===== config.mk =====
export PLATFORM = sky130hd
export DESIGN_NAME = adder_accum_stage
export DESIGN_NICKNAME = d
export VERILOG_FILES = /design/src/rtl/adder_accum_stage.sv
export SDC_FILE = /design/constraint.sdc
export NUM_CORES = 1
export LEC_CHECK = 0
export CAP_MARGIN = 20
export CORE_UTILIZATION = 42
export DETAILED_ROUTE_END_ITERATION = 8
export MAX_ROUTING_LAYER = met4
export PLACE_DENSITY = 0.78
export SYNTH_ARGS = -nofsm -noshare
export SYNTH_HDL_FRONTEND = slang
export SYNTH_SLANG_ARGS = --single-unit
export TNS_END_PERCENT = 100

===== constraint.sdc =====
create_clock -name clk -period 2.3 [get_ports clk]
set_clock_uncertainty 0.05 [all_clocks]
set_input_delay 0.46 -clock clk [delete_from_list [all_inputs] [get_ports clk]]
set_output_delay 0.46 -clock clk [all_outputs]
set_load 0.05 [all_outputs]

===== src/rtl/adder_accum_stage.sv =====
`default_nettype none
// ============================================================================
// Module      : adder_accum_stage
// Description : Accumulator and operand driver for an external ripple-carry
//               adder. Holds operands stable for SETTLE_CYCLES, captures the
//               sum/cout, and offers the result on a valid/ready handshake.
//               Optional macro ADDER_ACCUM_SATURATE_EN clamps the accumulator
//               to all ones whenever the captured carry-out is set.
// Revision    : 1.0 - initial release
// ============================================================================
module adder_accum_stage #(
  parameter int WIDTH         = 4,
  parameter int SETTLE_CYCLES = 4   // legal range 1..15
) (
  input  logic             clk,
  input  logic             rst,
  input  logic             start,
  input  logic [WIDTH-1:0] op_b,
  input  logic             cin_in,
  input  logic             acc_clear,
  output logic [WIDTH-1:0] add_a,
  output logic [WIDTH-1:0] add_b,
  output logic             add_cin,
  input  logic [WIDTH-1:0] add_sum,
  input  logic             add_cout,
  output logic [WIDTH-1:0] result,
  output logic             carry_flag,
  output logic             out_valid,
  input  logic             out_ready,
  output logic             busy
);

  localparam int CNT_W = 4;

  localparam logic [1:0] c_idle  = 2'd0;
  localparam logic [1:0] c_drive = 2'd1;
  localparam logic [1:0] c_hold  = 2'd2;

  localparam logic [CNT_W-1:0] c_cnt_load = CNT_W'(SETTLE_CYCLES - 1);
  localparam logic [CNT_W-1:0] c_cnt_one  = CNT_W'(1);
  localparam logic [CNT_W-1:0] c_cnt_zero = '0;

  logic [1:0]       r_state;
  logic [1:0]       w_state_nxt;
  logic [CNT_W-1:0] r_cnt;
  logic [WIDTH-1:0] r_acc;
  logic [WIDTH-1:0] r_b;
  logic             r_cin;
  logic             r_carry;
  logic             r_valid;
  logic             w_busy;

  logic             w_accept;
  logic             w_clear;
  logic             w_capture;
  logic             w_handshake;
  logic [WIDTH-1:0] w_capture_val;

  // Clear takes priority over start when both arrive in IDLE.
  assign w_clear     = (r_state == c_idle) && acc_clear;
  assign w_accept    = (r_state == c_idle) && !acc_clear && start;
  assign w_capture   = (r_state == c_drive) && (r_cnt == c_cnt_zero);
  assign w_handshake = (r_state == c_hold) && r_valid && out_ready;

`ifdef ADDER_ACCUM_SATURATE_EN
  assign w_capture_val = add_cout ? {WIDTH{1'b1}} : add_sum;
`else
  assign w_capture_val = add_sum;
`endif

  // State register
  always_ff @(posedge clk) begin
    if (rst) begin
      r_state <= c_idle;
    end else begin
      r_state <= w_state_nxt;
    end
  end

  // Next-state logic
  always_comb begin
    w_state_nxt = r_state;
    case (r_state)
      c_idle:  if (w_accept)    w_state_nxt = c_drive;
      c_drive: if (w_capture)   w_state_nxt = c_hold;
      c_hold:  if (w_handshake) w_state_nxt = c_idle;
      default:                  w_state_nxt = c_idle;
    endcase
  end

  // Output decode from registered state
  always_comb begin
    w_busy = (r_state != c_idle);
  end

  // Datapath: counter, operand registers, accumulator and result flags
  always_ff @(posedge clk) begin
    if (rst) begin
      r_cnt   <= c_cnt_zero;
      r_acc   <= '0;
      r_b     <= '0;
      r_cin   <= 1'b0;
      r_carry <= 1'b0;
      r_valid <= 1'b0;
    end else begin
      if (w_clear) begin
        r_acc   <= '0;
        r_carry <= 1'b0;
      end else if (w_accept) begin
        r_b   <= op_b;
        r_cin <= cin_in;
        r_cnt <= c_cnt_load;
      end

      if (r_state == c_drive) begin
        if (w_capture) begin
          r_acc   <= w_capture_val;
          r_carry <= add_cout;
          r_valid <= 1'b1;
        end else begin
          r_cnt <= r_cnt - c_cnt_one;
        end
      end

      if (w_handshake) begin
        r_valid <= 1'b0;
      end
    end
  end

  assign add_a      = r_acc;
  assign add_b      = r_b;
  assign add_cin    = r_cin;
  assign result     = r_acc;
  assign carry_flag = r_carry;
  assign out_valid  = r_valid;
  assign busy       = w_busy;

endmodule
`default_nettype wire


==> results.md, run 1 <==
* Status: finished clean
* M3 GR Usage at 4.80%
* Setup bufs post-CTS at 0
* Ports at 31
* Final Max Tran Viols at 0
* Commonest non-fill, non-tap cell in the layout: clkdlybuf4s50_1
* Switch Pwr at 0.208 mW
* Top_reg_cell synth: dfxtp_1
* Drt pass-1 iters at 2
* IO Port Bufs at 30
* Final Util at 63.6%
* Initial core utilization at 45.2%
* # H-tree levels at 1
* Synth top area share at 43.2%
* Die H at 45.3 um
* Mean Syn Cell Area at 8.86 um^2
* Fin crit share at 96.9%
* Critical Path End Type: output port
* Rows at 15
* Power share of the clock group at 23.7%
* Post-Syn Instances at 89
* Synthesized net count at 106
* Setup TNS at 0 ns
* Clock-pin slew on the worst setup and hold paths at 0.10 ns
* Initial antenna violation count at 0
* Post-detailed-route count of antenna-violating nets at 0
* DRC Markers at 0
* Share of layout cells above drive strength 1 at 7.76%
* Measured slew at the worst slew-check pin at 0.518 ns
* Sequential Power Share at 49.1%
* Crit Path Max Fanout at 7
* All-Layer GR Usage at 20.5%
* Routed length per instance at 12.3 um
* Hold slack at 0.410 ns
* Worst Path Required at 1.79 ns
* Crit-path cells: nor2_1 -> inv_1 -> clkdlybuf4s50_1
* Slowest cell on crit path: clkdlybuf4s50_1
* Detailed-placement wirelength estimate at 1320 um
* Initial DRC Count at 12
* Total Power at 0.662 mW
* Setup CP Type: reg -> out
* First-pass GRT wire length at 2910 um
* Tmin final at 2.23 ns
* Met1 usage at 23.6%
* Syn-to-layout area delta at 40.8%
* Die area at 2050 um^2
* Final worst slack at 0.0722 ns
* Slew HR at 65.4%
* CTS resizes at 0
* Fmax at 449 MHz
* CTS tree: yes
* Most frequent cells in the layout: clkdlybuf4s50_1, dfxtp_1, nand2_1
* Clk sinks at 17
* Largest net degree at the start of global routing at 12
* Fin nets at 134
* Pwr dens at 596 nW/um^2
* ANT cells at 0
* EDFF count, synth at 0
* Pint at 0.454 mW
* Top cells by area, synth: dfxtp_1, a21oi_1, a31o_1
* Vias in the first global route at 676
* Yosys cell types at 28
* Peak supply drop at 478 uV
* Yosys reg bits at 17
* Root Driver: clkbuf_4
* Inserted Clock Buffers at 3
* Yosys warning count at 0
* Via/cell ratio at 5.11
* Post-Route WL at 1740 um
* Setup repair after global routing missed its margin: false
* Core footprint at 1750 um^2
* Die Wd at 45.3 um
* Comb pwr share at 27.2%
* DP Worst Slack at 0.207 ns
* Switching share of power at 31.4%
* Sequential-to-total area share from yosys stat at 43.2%
* Synth async-reset ratio at 0%
* Synthesized area at 788 um^2
* Met2 global-route usage at 34.5%
* Arr. time, crit path at 1.72 ns
* Crit path largest cell delay at 0.81 ns
* Cts-stage hold buffer count at 0
* CTS Buffer Depth at 2
* Dominant cell type by area after synthesis: dfxtp_1
* Placer Congestion at 0.788
* Crit start category: flip-flop
* Min-Delay Path Class: reg -> reg
* Clk_lat worst skew at 0.28 ns
* Leak at 0.415 nW
* Routed via count at 721
* Final Hold Fails at 0
* Final setup vio count at 0
* Max cap viols at 0
* Gr busiest metal: met2
* Overflow after GRT at 0
registers in the layout, summed over array words and instances, names as in the netlist:
name / count
add_b: 4
out_valid: 1
r_cnt: 4
add_cin: 1
carry_flag: 1
add_a: 4
r_state: 2
path summary, 6_finish.rpt:
path / startpoint / endpoint / slack (ns) / depth (start not counted)
max: r_state[0] / busy / 0.07 / 3
min: out_valid / out_valid / 0.41 / 2
max reg2reg: r_cnt[0] / r_cnt[1] / 0.51 / 5
min reg2reg: out_valid / out_valid / 0.41 / 2
metal layers:
layer	vias to the layer above	wire length [um]
met3	2	40
met1	342	802
met2	12	879
met4	0	16
met5	-	0
li1	365	-
through the flow:
step / cells / instance area (um^2)
3_5_place_dp: 137 / 1080
6_report: 141 / 1110
5_1_grt: 141 / 1110
3_3_place_gp: 137 / 1080
2_1_floorplan: 89 / 788
4_1_cts: 141 / 1110
power groups by stage:
stage | Clock [mW] | Sequential, mW | Combinational, mW
CTS | 0.164 | 0.325 | 0.180
global placement | 0 | 0.331 | 0.177
global route | 0.175 | 0.328 | 0.194
detailed placement | 0 | 0.332 | 0.180
floorplan | 0 | 0.359 | 0.0874
finish | 0.157 | 0.325 | 0.180
critical path, delay by kind of cell, from the launching register on:
family	cells	cell delay, ns
buf+inv	2	0.88
flops	1	0.46
simple gates	1	0.10
kinds of logic (layout without fill, tap and decap cells):
logic type	Yosys count	count (layout)	share of synthesized area [%]
AND/OR/NAND/NOR	33	33	25.7
AO/OA/AOI/OAI	21	21	18.1
flip-flops	17	17	43.2
buffers and inverters	16	43	9.84
adder cells (fa/ha/maj)	2	2	3.17
cells in the mapped netlist, types with 2 or more instances:
cell type / count
ha_1: 2
nand2b_1: 3
a21oi_1: 10
inv_1: 7
a31o_1: 5
nor4_1: 2
dfxtp_1: 17
buf_2: 2
a211oi_1: 2
nor2_1: 2
or3b_2: 2
buf_4: 4
clkbuf_1: 3
nand3_1: 2
nand2_1: 11
nor4b_1: 3
layout make-up:
type,instances,area [um^2]
clock buffer,4,26.3
fill,157,636
inverter,7,26.3
multi-input combinational,56,370
sequential,17,340
tap,25,31.3
timing repair buffer,32,315
No activity file was read; power rests on OpenSTA's default activity.
==> run 2, diff against run 1 <==
PLACE_DENSITY = 0.79   (was 0.78)
==> run 2 against run 1 <==
Total power rose by 0.65%; cell count did not move; count of clock-buffer cells in the layout fell by 1.
==> results.md, run 2 (same netlist as run 1, synthesis figures left out) <==
* Fin area at 1110 um^2 (+0.11%)
* Crit path max-delay family: buffers and inverters
* All-Layer GR Usage at 20.8% (+0.33 points)
* Rows at 15 (unchanged)
* Post-detailed-route count of antenna-violating nets at 0 (unchanged)
* Initial core utilization at 45.2% (unchanged)
* Post-Route WL at 1770 um (+1.8%)
* CTS tree: yes
* Setup CP Type: reg -> out
* Inserted Clock Buffers at 3 (unchanged)
* ANT cells at 0 (unchanged)
* Placed instance area at 1080 um^2 (unchanged)
* Measured slew at the worst slew-check pin at 0.504 ns (-0.0138 ns)
* Hold slack at 0.412 ns (+0.00202 ns)
* Final Max Tran Viols at 0 (unchanged)
* Routed length per instance at 12.6 um (+1.8%)
* Setup bufs post-CTS at 0 (unchanged)
* Initial antenna violation count at 0 (unchanged)
* Final Hold Fails at 0 (unchanged)
* Area of the multi-input gates at 370 um^2 (unchanged)
* Final Util at 63.7% (+0.072 points)
* Cell Count, Final, Fillers Out at 141 (unchanged)
* Worst reg2reg path depth at 5 (unchanged)
* Final worst slack at 0.102 ns (+0.0299 ns)
* Max cap viols at 0 (unchanged)
* Hold depth at 2 (unchanged)
* Overflow after GRT at 0 (unchanged)
* Share of layout cells above drive strength 1 at 8.62% (+0.86 points)
* Fmax at 455 MHz (+1.4%)
* Syn-to-layout area delta at 41.0%
* FF+latch area at 340 um^2 (unchanged)
* Ports at 31 (unchanged)
* DRC Markers at 0 (unchanged)
* Clk sinks at 17 (unchanged)
* Placed Instances at 137 (unchanged)
* Crit path largest cell delay at 0.79 ns (-0.02 ns)
* Cts-stage hold buffer count at 0 (unchanged)
* CTS resizes at 0 (unchanged)
* Detailed-placement wirelength estimate at 1320 um (+0.21%)
* Root Driver: clkbuf_4
* Slew HR at 66.3% (+0.92 points)
* Final setup vio count at 0 (unchanged)
* CTS Buffer Depth at 2 (unchanged)
* Leak at 0.418 nW (+0.66%)
* Status: finished clean
* Via/cell ratio at 5.32 (+4.0%)
* Core footprint at 1750 um^2 (unchanged)
* Fin nets at 134 (unchanged)
* Slowest cell on crit path: clkdlybuf4s50_1
* Critical Path End Type: output port
* DP Worst Slack at 0.196 ns (-0.0114 ns)
* Commonest non-fill, non-tap cell in the layout: clkdlybuf4s50_1
* First-pass GRT wire length at 2980 um (+2.4%)
* Crit start category: flip-flop
* Pwr dens at 599 nW/um^2 (+0.53%)
* Crit Path Max Fanout at 7 (unchanged)
* Die area at 2050 um^2 (unchanged)
* Largest net degree at the start of global routing at 11 (-1)
* Clk_lat worst skew at 0.30 ns (+0.02 ns)
* Die H at 45.3 um (unchanged)
* Worst Path Required at 1.79 ns (about the same)
* Drt pass-1 iters at 4 (+2)
* Critical Path Stages at 3 (unchanged)
* Initial DRC Count at 22 (+10)
* Total Power at 0.666 mW (+0.65%)
* Routed via count at 750 (+4.0%)
* Most frequent cells in the layout: clkdlybuf4s50_1, dfxtp_1, nand2_1
* Fill count at 164 (+4.5%)
* # H-tree levels at 1 (unchanged)
* Placer Congestion at 0.777 (-1.4%)
* Die Wd at 45.3 um (unchanged)
* Crit-path cells: nor2_1 -> inv_1 -> clkdlybuf4s50_1
* Min-Delay Path Class: reg -> reg
* Setup TNS at 0 ns (unchanged)
* Tmin final at 2.20 ns (-0.0299 ns)
* IO Port Bufs at 30 (unchanged)
* Buf/Inv on CP at 2 (unchanged)
* Setup repair after global routing missed its margin: false
* Vias in the first global route at 712 (+5.3%)
* Peak supply drop at 380 uV (-21%)
* Arr. time, crit path at 1.69 ns (-0.03 ns)
* Fin crit share at 95.6% (-1.3 points)
* Clock-pin slew on the worst setup and hold paths at 0.10 ns (about the same)
## run 2: cell count changes in the layout (fill, tap and decap cells not counted)
| cell | before | now |
|---|---|---|
| clkbuf_1 | 1 | 0 |
| clkinv_2 | 0 | 1 |
## run 2: worst paths after layout
path / from / to / slack, ns
setup / recovery: r_state[1] / busy / 0.10
hold / removal: out_valid / out_valid / 0.41
setup reg to reg: r_cnt[0] / r_cnt[1] / 0.51
hold reg to reg: out_valid / out_valid / 0.41
## run 2: where the power goes
part / switching, mW / internal (mW)
Clock: 0.0963 / 0.0648
Combinational: 0.104 / 0.0757
Sequential: 0.0140 / 0.311
Total: 0.215 / 0.451
## run 2: worst min-delay path: stages (launching register included)
cell,delay [ns]
dfxtp_1,0.33
inv_1,0.05
a21oi_1,0.05
## run 2: final cells by class
type / count / share of cell area, %
repair buffers: 32 / 28.4
multi-input cells: 56 / 33.3
clock inverters: 1 / 0.450
clock buffers: 3 / 2.03
inverters: 7 / 2.36
well taps: 25 / 2.82
flip-flops and latches: 17 / 30.6
## run 2: metal layers
metal | vias to the layer above | part of all wire [%] | global-route usage (%)
li1 | 362 | - | -
met1 | 362 | 41 | 22.6
met2 | 20 | 53 | 36.8
met3 | 6 | 3.4 | 4.80
met4 | 0 | 1.6 | 7.27
met5 | - | 0 | -
==> run 3, diff against run 2 <==
--- a/constraint.sdc
+++ b/constraint.sdc
@@ -4,2 +4,2 @@
 set_output_delay 0.46 -clock clk [all_outputs]
-set_load 0.05 [all_outputs]
+set_load 0.1 [all_outputs]
==> run 3 against run 2 <==
Sequential cell count unchanged; largest power group unchanged; via count fell by 3.9%; sequential share of layout area is 1.2 points higher; register-to-register slack improved by 0.02 ns; critical endpoint is now r_cnt[3].
==> results.md, run 3 (same netlist as run 1, synthesis figures left out) <==
* Post-Route WL at 1750 um (-1.5%)
* Share of layout cells above drive strength 1 at 21.6% (+13 points)
* Fill count at 167 (+1.8%)
* Most frequent cells in the layout: buf_4, dfxtp_1, clkdlybuf4s50_1
* Die area at 2050 um^2 (unchanged)
* First-pass GRT wire length at 2850 um (-4.4%)
* Clock-pin slew on the worst setup and hold paths at 0.09 ns (about the same)
* Tmin final at 1.79 ns (-0.412 ns)
* Max cap viols at 0 (unchanged)
* Die Wd at 45.3 um (unchanged)
* Initial DRC Count at 4 (-82%)
* Routed length per instance at 12.4 um (-1.5%)
* Fin area at 1070 um^2 (-3.7%)
* Fmax at 560 MHz (+23%)
* Critical Path End Type: flip-flop
* Overflow after GRT at 0 (unchanged)
* Slew HR at 70.9% (+4.6 points)
* Initial antenna violation count at 0 (unchanged)
* Setup TNS at 0 ns (unchanged)
* Placed instance area at 1040 um^2 (-3.7%)
* Syn-to-layout area delta at 35.7%
* Setup bufs post-CTS at 0 (unchanged)
* Setup CP Type: in -> reg
* CTS resizes at 0 (unchanged)
* Post-detailed-route count of antenna-violating nets at 0 (unchanged)
* Commonest non-fill, non-tap cell in the layout: buf_4
* Core footprint at 1750 um^2 (unchanged)
* Peak supply drop at 458 uV (+20%)
* Total Power at 0.706 mW (+6.0%)
* Fin nets at 134 (unchanged)
* Fin crit share at 77.6% (-18 points)
* Die H at 45.3 um (unchanged)
* CTS tree: yes
* Via/cell ratio at 5.11 (-3.9%)
* Cell Count, Final, Fillers Out at 141 (unchanged)
* Detailed-placement wirelength estimate at 1350 um (+2.6%)
* Crit Path Max Fanout at 7 (unchanged)
* Worst reg2reg path depth at 3 (-2)
* Arr. time, crit path at 1.91 ns (+0.22 ns)
* Vias in the first global route at 647 (-9.1%)
* Worst Path Required at 2.42 ns (+0.63 ns)
* Placed Instances at 137 (unchanged)
* Rows at 15 (unchanged)
* DRC Markers at 0 (unchanged)
* Final setup vio count at 0 (unchanged)
* IO Port Bufs at 30 (unchanged)
* Hold depth at 2 (unchanged)
* Final Max Tran Viols at 0 (unchanged)
* Leak at 0.446 nW (+6.8%)
* Final Hold Fails at 0 (unchanged)
* Root Driver: clkbuf_4
* Min-Delay Path Class: reg -> reg
* Pwr dens at 660 nW/um^2 (+10%)
* Inserted Clock Buffers at 3 (unchanged)
* Clk_lat worst skew at 0.29 ns (about the same)
* Ports at 31 (unchanged)
* Status: finished clean
* Initial core utilization at 45.2% (unchanged)
* # H-tree levels at 1 (unchanged)
* ANT cells at 0 (unchanged)
* Clk sinks at 17 (unchanged)
* CTS Buffer Depth at 2 (unchanged)
* Crit start category: input pin
* Largest net degree at the start of global routing at 10 (-1)
* Drt pass-1 iters at 4 (unchanged)
* Routed via count at 721 (-3.9%)
* Measured slew at the worst slew-check pin at 0.437 ns (-0.0671 ns)
* All-Layer GR Usage at 20.8% (-0.036 points)
* Cts-stage hold buffer count at 0 (unchanged)
* Placer Congestion at 0.716 (-7.8%)
* Setup repair after global routing missed its margin: false
## run 3: changes by cell type in the layout (fill, tap and decap cells not counted), sizes merged
cell,delta
buf,+16
clkbuf,+1
clkdlybuf4s50,-16
clkinv,-1
## run 3: critical path, stage by stage
cell,delay [ns]
clkdlybuf4s50_1,0.45
or4b_2,0.73
o311ai_0,0.16
a21oi_1,0.10
## run 3: area by class of cell
class / instances / area (um^2) / share of cell area, %
Sequential cell: 17 / 340 / 31.8
Inverter: 7 / 26.3 / 2.46
Timing Repair Buffer: 32 / 275 / 25.7
Tap cell: 25 / 31.3 / 2.92
Clock buffer: 4 / 26.3 / 2.46
Multi-Input combinational cell: 56 / 370 / 34.6
## run 3: path summary, 6_finish.rpt
kind,from,to,slack [ns]
max,acc_clear,r_cnt[3],0.51
min,add_cin,add_cin,0.41
max reg2reg,r_state[0],carry_flag,0.53
min reg2reg,add_cin,add_cin,0.41
## run 3: stage by stage
stage	utilization [%]	hold WS [ns]	setup WS, ns
3_5_place_dp	59.8	0.401	0.206
4_1_cts	61.3	0.414	0.524
5_1_grt	61.3	0.434	0.439
2_1_floorplan	-	0.411	0.417
6_report	61.3	0.410	0.514
3_3_place_gp	59.8	0.401	0.257
## run 3: metal layers
metal	vias to the layer above	part of all wire, %	global-route usage (%)
li1	365	-	-
met1	341	44	21.8
met2	13	52	35.1
met3	2	3.1	8.40
met4	0	0.80	7.27
met5	-	0	-
## run 3: power by group
group,leakage [nW],total [mW],internal [mW],switching (mW)
Clock,0.0150,0.155,0.0675,0.0872
Sequential,0.138,0.325,0.311,0.0140
Combinational,0.293,0.226,0.0710,0.155
Total,0.446,0.706,0.449,0.256
